### src/rtl/pipelined_addsub_rca_pkg.sv
// ---------------------------------------------------------------------------
// rca_pkg
//   Shared definitions for the pipelined ripple-carry adder/subtractor.
//   OP_ADD / OP_SUB : encoding of the 'sub' operation select.
//   slice_w()       : width of one pipeline slice (WIDTH / STAGES).
//   params_ok()     : legal parameter combination (1 <= STAGES <= WIDTH and
//                     WIDTH divisible by STAGES).
// ---------------------------------------------------------------------------
package rca_pkg;

    localparam logic OP_ADD = 1'b0;
    localparam logic OP_SUB = 1'b1;

    // Guarded against a zero stage count so a bad parameter set still
    // reaches the elaboration check instead of dividing by zero.
    function automatic int slice_w(input int width, input int stages);
        int res;
        res = width;
        if (stages >= 1) begin
            res = width / stages;
        end else begin
            res = width;
        end
        return res;
    endfunction

    function automatic bit params_ok(input int width, input int stages);
        bit ok;
        ok = 1'b0;
        if ((stages >= 1) && (stages <= width)) begin
            ok = ((width % stages) == 0);
        end else begin
            ok = 1'b0;
        end
        return ok;
    endfunction

endpackage

### src/rtl/pipelined_addsub_rca_if.sv
// ---------------------------------------------------------------------------
// pipelined_addsub_rca_if
//   Streaming bus of the pipelined adder/subtractor.
//   Input side : in_valid, in_ready, a, b, cin, sub
//   Output side: out_valid, out_ready, sum, cout, ovf
//   master : the producer/consumer around the block (testbench, parent)
//   slave  : the adder/subtractor itself
// ---------------------------------------------------------------------------
interface pipelined_addsub_rca_if #(
    parameter int WIDTH = 16
);
    logic             in_valid;
    logic             in_ready;
    logic [WIDTH-1:0] a;
    logic [WIDTH-1:0] b;
    logic             cin;
    logic             sub;
    logic             out_valid;
    logic             out_ready;
    logic [WIDTH-1:0] sum;
    logic             cout;
    logic             ovf;

    modport master (
        output in_valid, a, b, cin, sub, out_ready,
        input  in_ready, out_valid, sum, cout, ovf
    );

    modport slave (
        input  in_valid, a, b, cin, sub, out_ready,
        output in_ready, out_valid, sum, cout, ovf
    );
endinterface

### src/rtl/pipelined_addsub_rca_slice.sv
// ---------------------------------------------------------------------------
// rca_full_adder : 1-bit full adder cell (a, b, ci -> s, co).
// rca_slice      : combinational W-bit ripple chain of rca_full_adder cells.
//   a, b      : slice operands
//   cin       : carry into bit 0
//   sum       : slice sum
//   cout      : carry out of the top bit
//   c_msb_in  : carry into the top bit (used for signed overflow)
// ---------------------------------------------------------------------------
module rca_full_adder (
    input  logic a,
    input  logic b,
    input  logic ci,
    output logic s,
    output logic co
);
    // Sum and majority carry of the three inputs.
    always_comb begin
        s  = a ^ b ^ ci;
        co = (a & b) | (ci & (a ^ b));
    end
endmodule

module rca_slice #(
    parameter int W = 4
) (
    input  logic [W-1:0] a,
    input  logic [W-1:0] b,
    input  logic         cin,
    output logic [W-1:0] sum,
    output logic         cout,
    output logic         c_msb_in
);
    logic [W:0] c_s;

    // Chain endpoints: slice carry-in and the two top carries.
    always_comb begin
        c_s[0]   = cin;
        cout     = c_s[W];
        c_msb_in = c_s[W-1];
    end

    for (genvar i = 0; i < W; i++) begin : g_bit
        rca_full_adder u_fa (
            .a  (a[i]),
            .b  (b[i]),
            .ci (c_s[i]),
            .s  (sum[i]),
            .co (c_s[i+1])
        );
    end
endmodule

### src/rtl/pipelined_addsub_rca.sv
// ---------------------------------------------------------------------------
// pipelined_addsub_rca
//   Pipelined ripple-carry adder/subtractor. The operands are cut into
//   STAGES slices of WIDTH/STAGES bits; slice k is added in pipeline stage k
//   using the carry registered by stage k-1, so the critical path is one
//   slice long. Latency is STAGES cycles; one result per cycle when the
//   consumer is ready. A single global advance enable stalls every stage.
//   clk  : rising-edge clock
//   rst  : asynchronous, active-high reset
//   bus  : slave side of pipelined_addsub_rca_if
//          sub=0 -> sum = a + b + cin ; sub=1 -> sum = a - b (cin ignored)
//          cout = carry out of MSB (sub: 1 means no borrow)
//          ovf  = carry into MSB xor carry out of MSB
// ---------------------------------------------------------------------------
module pipelined_addsub_rca
    import rca_pkg::*;
#(
    parameter int WIDTH  = 16,
    parameter int STAGES = 4
) (
    input  logic                  clk,
    input  logic                  rst,
    pipelined_addsub_rca_if.slave bus
);
    localparam int SW = slice_w(WIDTH, STAGES);

    if (!params_ok(WIDTH, STAGES)) begin : g_param_check
        $error("pipelined_addsub_rca: WIDTH must be a multiple of STAGES and 1 <= STAGES <= WIDTH");
    end

    logic             adv_s;
    logic             last_valid_s;
    logic [WIDTH-1:0] b_eff_s;
    logic             cin_eff_s;

    // Subtraction is a + ~b + 1, so the operand is inverted and the carry forced.
    always_comb begin
        b_eff_s   = (bus.sub == OP_SUB) ? ~bus.b : bus.b;
        cin_eff_s = (bus.sub == OP_SUB) ? 1'b1 : bus.cin;
    end

    // Handshake: the whole pipeline advances unless a held result is refused.
    always_comb begin
        adv_s        = !last_valid_s || bus.out_ready;
        bus.in_ready = adv_s;
    end

    for (genvar k = 0; k < STAGES; k++) begin : g_stage
        // Operand bits still to be added shrink by one slice per stage,
        // while the finished low result grows by one slice per stage.
        localparam int IN_W  = WIDTH - k * SW;
        localparam int RES_W = (k + 1) * SW;

        logic [IN_W-1:0]  op_a_s;
        logic [IN_W-1:0]  op_b_s;
        logic             c_in_s;
        logic             v_in_s;
        logic [SW-1:0]    slice_sum_s;
        logic             slice_cout_s;
        logic             slice_cmsb_s;
        logic [RES_W-1:0] res_next_s;

        logic             valid_r;
        logic             carry_r;
        logic [RES_W-1:0] res_r;

        if (k == 0) begin : g_src
            // Stage 0 takes operands straight from the bus.
            always_comb begin
                op_a_s     = bus.a;
                op_b_s     = b_eff_s;
                c_in_s     = cin_eff_s;
                v_in_s     = bus.in_valid;
                res_next_s = slice_sum_s;
            end
        end else begin : g_src
            // Later stages take the forwarded upper operands and previous carry.
            always_comb begin
                op_a_s     = g_stage[k-1].g_fwd.a_r;
                op_b_s     = g_stage[k-1].g_fwd.b_r;
                c_in_s     = g_stage[k-1].carry_r;
                v_in_s     = g_stage[k-1].valid_r;
                res_next_s = {slice_sum_s, g_stage[k-1].res_r};
            end
        end

        rca_slice #(.W(SW)) u_slice (
            .a        (op_a_s[SW-1:0]),
            .b        (op_b_s[SW-1:0]),
            .cin      (c_in_s),
            .sum      (slice_sum_s),
            .cout     (slice_cout_s),
            .c_msb_in (slice_cmsb_s)
        );

        // Stage valid, carry and accumulated low result; hold on stall.
        always_ff @(posedge clk or posedge rst) begin
            if (rst) begin
                valid_r <= 1'b0;
                carry_r <= 1'b0;
                res_r   <= '0;
            end else if (adv_s) begin
                valid_r <= v_in_s;
                carry_r <= slice_cout_s;
                res_r   <= res_next_s;
            end else begin
                valid_r <= valid_r;
                carry_r <= carry_r;
                res_r   <= res_r;
            end
        end

        if (k < STAGES - 1) begin : g_fwd
            logic [IN_W-SW-1:0] a_r;
            logic [IN_W-SW-1:0] b_r;

            // Skew registers for operand slices not yet consumed.
            always_ff @(posedge clk or posedge rst) begin
                if (rst) begin
                    a_r <= '0;
                    b_r <= '0;
                end else if (adv_s) begin
                    a_r <= op_a_s[IN_W-1:SW];
                    b_r <= op_b_s[IN_W-1:SW];
                end else begin
                    a_r <= a_r;
                    b_r <= b_r;
                end
            end
        end else begin : g_last
            logic ovf_r;

            // Signed overflow from the two carries around the MSB.
            always_ff @(posedge clk or posedge rst) begin
                if (rst) begin
                    ovf_r <= 1'b0;
                end else if (adv_s) begin
                    ovf_r <= slice_cmsb_s ^ slice_cout_s;
                end else begin
                    ovf_r <= ovf_r;
                end
            end
        end
    end

    // Result bus is driven directly from the last stage's registers.
    always_comb begin
        last_valid_s  = g_stage[STAGES-1].valid_r;
        bus.out_valid = g_stage[STAGES-1].valid_r;
        bus.sum       = g_stage[STAGES-1].res_r;
        bus.cout      = g_stage[STAGES-1].carry_r;
        bus.ovf       = g_stage[STAGES-1].g_last.ovf_r;
    end
endmodule

### src/flat_wrapper.sv
// flat-port wrapper written by rule: the top's interface ports become plain ports
module pipelined_addsub_rca_flat import rca_pkg::*;
#(
    parameter int WIDTH  = 16,
    parameter int STAGES = 4
)
  (clk, rst, bus_in_valid, bus_a, bus_b, bus_cin, bus_sub, bus_out_ready, bus_in_ready, bus_out_valid, bus_sum, bus_cout, bus_ovf);
  pipelined_addsub_rca_if #(.WIDTH(WIDTH)) bus_i ();
  input  logic clk;
  input  logic rst;
  input wire logic [$bits(bus_i.in_valid)-1:0] bus_in_valid;
  input wire logic [$bits(bus_i.a)-1:0] bus_a;
  input wire logic [$bits(bus_i.b)-1:0] bus_b;
  input wire logic [$bits(bus_i.cin)-1:0] bus_cin;
  input wire logic [$bits(bus_i.sub)-1:0] bus_sub;
  input wire logic [$bits(bus_i.out_ready)-1:0] bus_out_ready;
  output wire logic [$bits(bus_i.in_ready)-1:0] bus_in_ready;
  output wire logic [$bits(bus_i.out_valid)-1:0] bus_out_valid;
  output wire logic [$bits(bus_i.sum)-1:0] bus_sum;
  output wire logic [$bits(bus_i.cout)-1:0] bus_cout;
  output wire logic [$bits(bus_i.ovf)-1:0] bus_ovf;
  assign bus_i.in_valid = bus_in_valid;
  assign bus_i.a = bus_a;
  assign bus_i.b = bus_b;
  assign bus_i.cin = bus_cin;
  assign bus_i.sub = bus_sub;
  assign bus_i.out_ready = bus_out_ready;
  assign bus_in_ready = bus_i.in_ready;
  assign bus_out_valid = bus_i.out_valid;
  assign bus_sum = bus_i.sum;
  assign bus_cout = bus_i.cout;
  assign bus_ovf = bus_i.ovf;
  pipelined_addsub_rca #(.WIDTH(WIDTH), .STAGES(STAGES)) u_core (.clk(clk), .rst(rst), .bus(bus_i));
endmodule
### config.mk
export PLATFORM = sky130hd
export DESIGN_NAME = pipelined_addsub_rca_flat
export DESIGN_NICKNAME = d
export VERILOG_FILES = /design/src/rtl/pipelined_addsub_rca_pkg.sv /design/src/rtl/pipelined_addsub_rca_if.sv /design/src/rtl/pipelined_addsub_rca_slice.sv /design/src/rtl/pipelined_addsub_rca.sv /design/src/flat_wrapper.sv
export SDC_FILE = /design/constraint.sdc
export NUM_CORES = 1
export LEC_CHECK = 0
export ABC_AREA = 0
export BUFFER_PORTS_ARGS = -buffer_cell sky130_fd_sc_hd__buf_4
export CAP_MARGIN = 10
export CELL_PAD_IN_SITES_DETAIL_PLACEMENT = 0
export CELL_PAD_IN_SITES_GLOBAL_PLACEMENT = 1
export CORE_ASPECT_RATIO = 1.4
export CORE_MARGIN = 2
export CORE_UTILIZATION = 45
export CTS_CLUSTER_DIAMETER = 150
export DETAILED_ROUTE_END_ITERATION = 10
export PLACE_DENSITY_LB_ADDON = 0.05
export SYNTH_ARGS = -nofsm -noshare
export SYNTH_HDL_FRONTEND = slang
export SYNTH_HIERARCHICAL = 1
export SYNTH_SLANG_ARGS = --single-unit
export TNS_END_PERCENT = 1
### constraint.sdc
create_clock -name clk -period 4.18 [get_ports clk]
set_clock_uncertainty 0.15 [all_clocks]
set_input_delay 1.254 -clock clk [delete_from_list [all_inputs] [get_ports clk]]
set_output_delay 1.254 -clock clk [all_outputs]
set_load 0.05 [all_outputs]
==> impl_results.md <==
* Initial antenna violation count at 0
* Antenna Nets Post-Route at 0
* CTS tree: yes
* Post-CTS setup buffer count at 0
* Max Freq at 0.285 GHz
* Hold_ws at 0.313 ns
* Cell mode on critical path: fa_1
* Seq/Total Area, Yosys at 58.2%
* Via Count at 2065
* Area of the core at 9030 µm²
* Post-Synthesis Net Count at 297
* Fin crit share at 83.9%
* Root Driver: clkbuf_16
* Clock power share at 22.1%
* Die H at 118 µm
* #FFs+latches synth at 97
* Critical Path RT at 4.25 ns
* Sw Share at 32.2%
* Antenna diodes at 0
* TritonCTS Buffers at 9
* Per-cell routed wire length at 15.4 µm
* Clock sinks at 97
* Via/cell ratio at 5.01
* Pint at 0.00277 W
* Largest cells by area after synthesis: dfrtp_1 (58%), mux2_2 (21%), fa_1 (7.7%)
* Mapped cell area at 4170 µm²
* DP Wirelength at 4.04 mm
* Crit-path cells: buf_4 -> or2_2 -> fa_1 -> fa_1 -> fa_1 -> fa_1 -> mux2_2
* Area fraction of the dominant cell type after synthesis at 58.2%
* Global-route wire length before repair at 11.0 mm
* Post-Place Cells at 397
* Vias in the first global route at 2252
* Psw at 0.00132 W
* Post-route DRC violation count at 0
* Number of H-tree levels at 3
* Synth warn at 6
* Commonest cells in the netlist: dfrtp_1 (97), mux2_2 (78), mux2_4 (18)
* Die W at 85.3 µm
* CTS Hold Buffers Added at 0
* Synthesized area per cell at 17.2 µm²
* Deepest clock path buffer count at 2
* Worst path max stage delay at 0.43 ns
* Worst-margin pin slew at 0.591 ns
* Status: finished clean
* Crit. path cell count at 7
* Post-CTS resize count at 0
* Top FF cell, synth: dfrtp_1
* Max FO, Critical Path at 6
* Fin crit period at 3.51 ns
* Worst Path Buf+Inv at 1
* Gate Count Post-Synth at 243
* RSZ-0062 raised after global routing: false
* Gr usage total at 14.0%
* Max-slew violations at 0
* Register area at 2430 µm²
* Sequential power share at 39.5%
* Layout cells sized above 1 at 56.1%
* Share of flip-flops with an asynchronous set or reset at 100%
* Overflow after GRT at 0
* DRT iter0 DRCs at 115
* Pleak at 2.26 nW
* Io pins at 58
* Worst EP arrival at 3.58 ns
* GPL Wtd Cong at 0.688
* Fin cells at 412
* Max-Cap Viols at 0
* Setup TNS at 0 ns
* R2R cell count at 6
* Class of the worst hold path: flip-flop to flip-flop
* Hold path depth at 1
* Worst Path Class, Setup: input pin to flip-flop
* Final Total Pwr at 0.00409 W
* Yosys top cell by area: dfrtp_1
* Area of the multi-input gates at 1640 µm²
* Worst skew pair latency at 0.33 ns
* Row cnt at 41
* Peak VDD IR at 0.000611 V
* Clock transition at path regs at 0.06 ns
* Initial Util at 46.2%
* Area Overhead vs Synth at 20.3%
* Drt pass-1 iters at 4
* Combinational share of power at 38.4%
* Post-Route WL at 6.33 mm
* Setup violators final at 0
* Die area at 10100 µm²
* Slowest cell on crit path: fa_1
* PwrDens at 816 nW/µm²
* Maximum number of pins on one net before global-route repair at 98
* Fillers at 768
* Post-synthesis cell type count at 12
* Crit end category: flip-flop
* IO Port Bufs at 57
* Startpoint Class: input pin
* Number of flops mapped to enable cells by yosys at 0
* Count leader, synth: dfrtp_1
* Slew headroom at 60.6%
* Nets at 355
* Hold Vio Cnt, Final at 0
* Critical path's top delay family: adder cells
## power by group through the flow
| stage | clock network, W | registers [W] | logic [W] |
|---|---|---|---|
| 3_5_place_dp | 0 | 0.00164 | 0.00160 |
| 5_1_grt | 0.000972 | 0.00168 | 0.00170 |
| 3_3_place_gp | 0 | 0.00163 | 0.00156 |
| 6_report | 0.000904 | 0.00162 | 0.00157 |
| 2_1_floorplan | 0 | 0.00190 | 0.000930 |
| 4_1_cts | 0.000931 | 0.00163 | 0.00160 |
## through the flow
stage,setup WS (ns),utilization (%),cell area [µm²]
6_report,0.672,55.5,5010
5_1_grt,0.641,55.5,5010
4_1_cts,0.680,55.5,5010
3_5_place_dp,0.315,51.9,4690
3_3_place_gp,0.348,51.9,4690
2_1_floorplan,0.188,-,4170
## cells in the final DEF, fill, tap and decap left out
master / n
inv_4: 1
clkbuf_1: 3
dfrtp_1: 97
clkbuf_16: 9
mux2_4: 18
buf_4: 58
bufinv_16: 3
fa_1: 16
or2_2: 1
nand2b_4: 1
buf_12: 2
xor2_1: 17
mux2_2: 78
nand2b_1: 1
## final cells by class
type                       instances  share of cell area (%)
tap                              107                    2.67
clock inverter                     3                    1.80
sequential                        97                    48.4
multi-input combinational        132                    32.8
clock buffer                      12                    4.72
timing repair buffer              60                    9.48
inverter                           1                   0.125
## worst register-to-register path: stages, from the launching register on
cell and delay, ns:
dfrtp_1 0.40, fa_1 0.45, fa_1 0.39, fa_1 0.44, fa_1 0.42, xor2_1 0.17, mux2_2 0.26
## cell families (layout without fill, tap and decap cells)
| family | after synthesis | after routing | synth area share, % |
|---|---|---|---|
| XOR/XNOR | 17 | 17 | 3.57 |
| adder cells (fa/ha/maj) | 16 | 16 | 7.69 |
| buffers and inverters | 14 | 76 | 2.31 |
| flip-flops | 97 | 97 | 58.2 |
| multiplexers | 96 | 96 | 27.6 |
| AND/OR/NAND/NOR | 3 | 3 | 0.631 |
## sequential cells by signal, indices dropped and copies added, names as in the netlist
register / flops
u_core/bus.cout: 1
u_core/bus.out_valid: 1
u_core/bus.ovf: 1
u_core/bus.sum: 16
u_core/g_stage.carry_r: 3
u_core/g_stage.g_fwd.a_r: 24
u_core/g_stage.g_fwd.b_r: 24
u_core/g_stage.res_r: 24
u_core/g_stage.valid_r: 3
## layer usage
| layer | global-route usage, % | share of wire [%] | up-vias |
|---|---|---|---|
| met3 | 2.81 | 4.0 | 9 |
| met2 | 19.7 | 47 | 49 |
| li1 | - | - | 952 |
| met4 | 7.74 | 2.4 | 0 |
| met1 | 20.3 | 47 | 1055 |
| met5 | 0 | 0 | - |
## worst paths after layout
path,from,end,slack [ns]
min in group asynchronous,rst,u_core/bus.sum[12],0.87
worst min-delay path,u_core/g_stage[2].valid_r,u_core/bus.out_valid,0.31
max in group asynchronous,rst,u_core/g_stage[0].g_fwd.a_r[3],2.60
worst min register to register,u_core/g_stage[2].valid_r,u_core/bus.out_valid,0.31
worst max-delay path,bus_sub,u_core/g_stage[0].res_r[3],0.67
worst max register to register,u_core/g_stage[2].g_fwd.a_r[0],u_core/bus.ovf,1.38
Note: power is estimated with default switching activity, not from simulation.
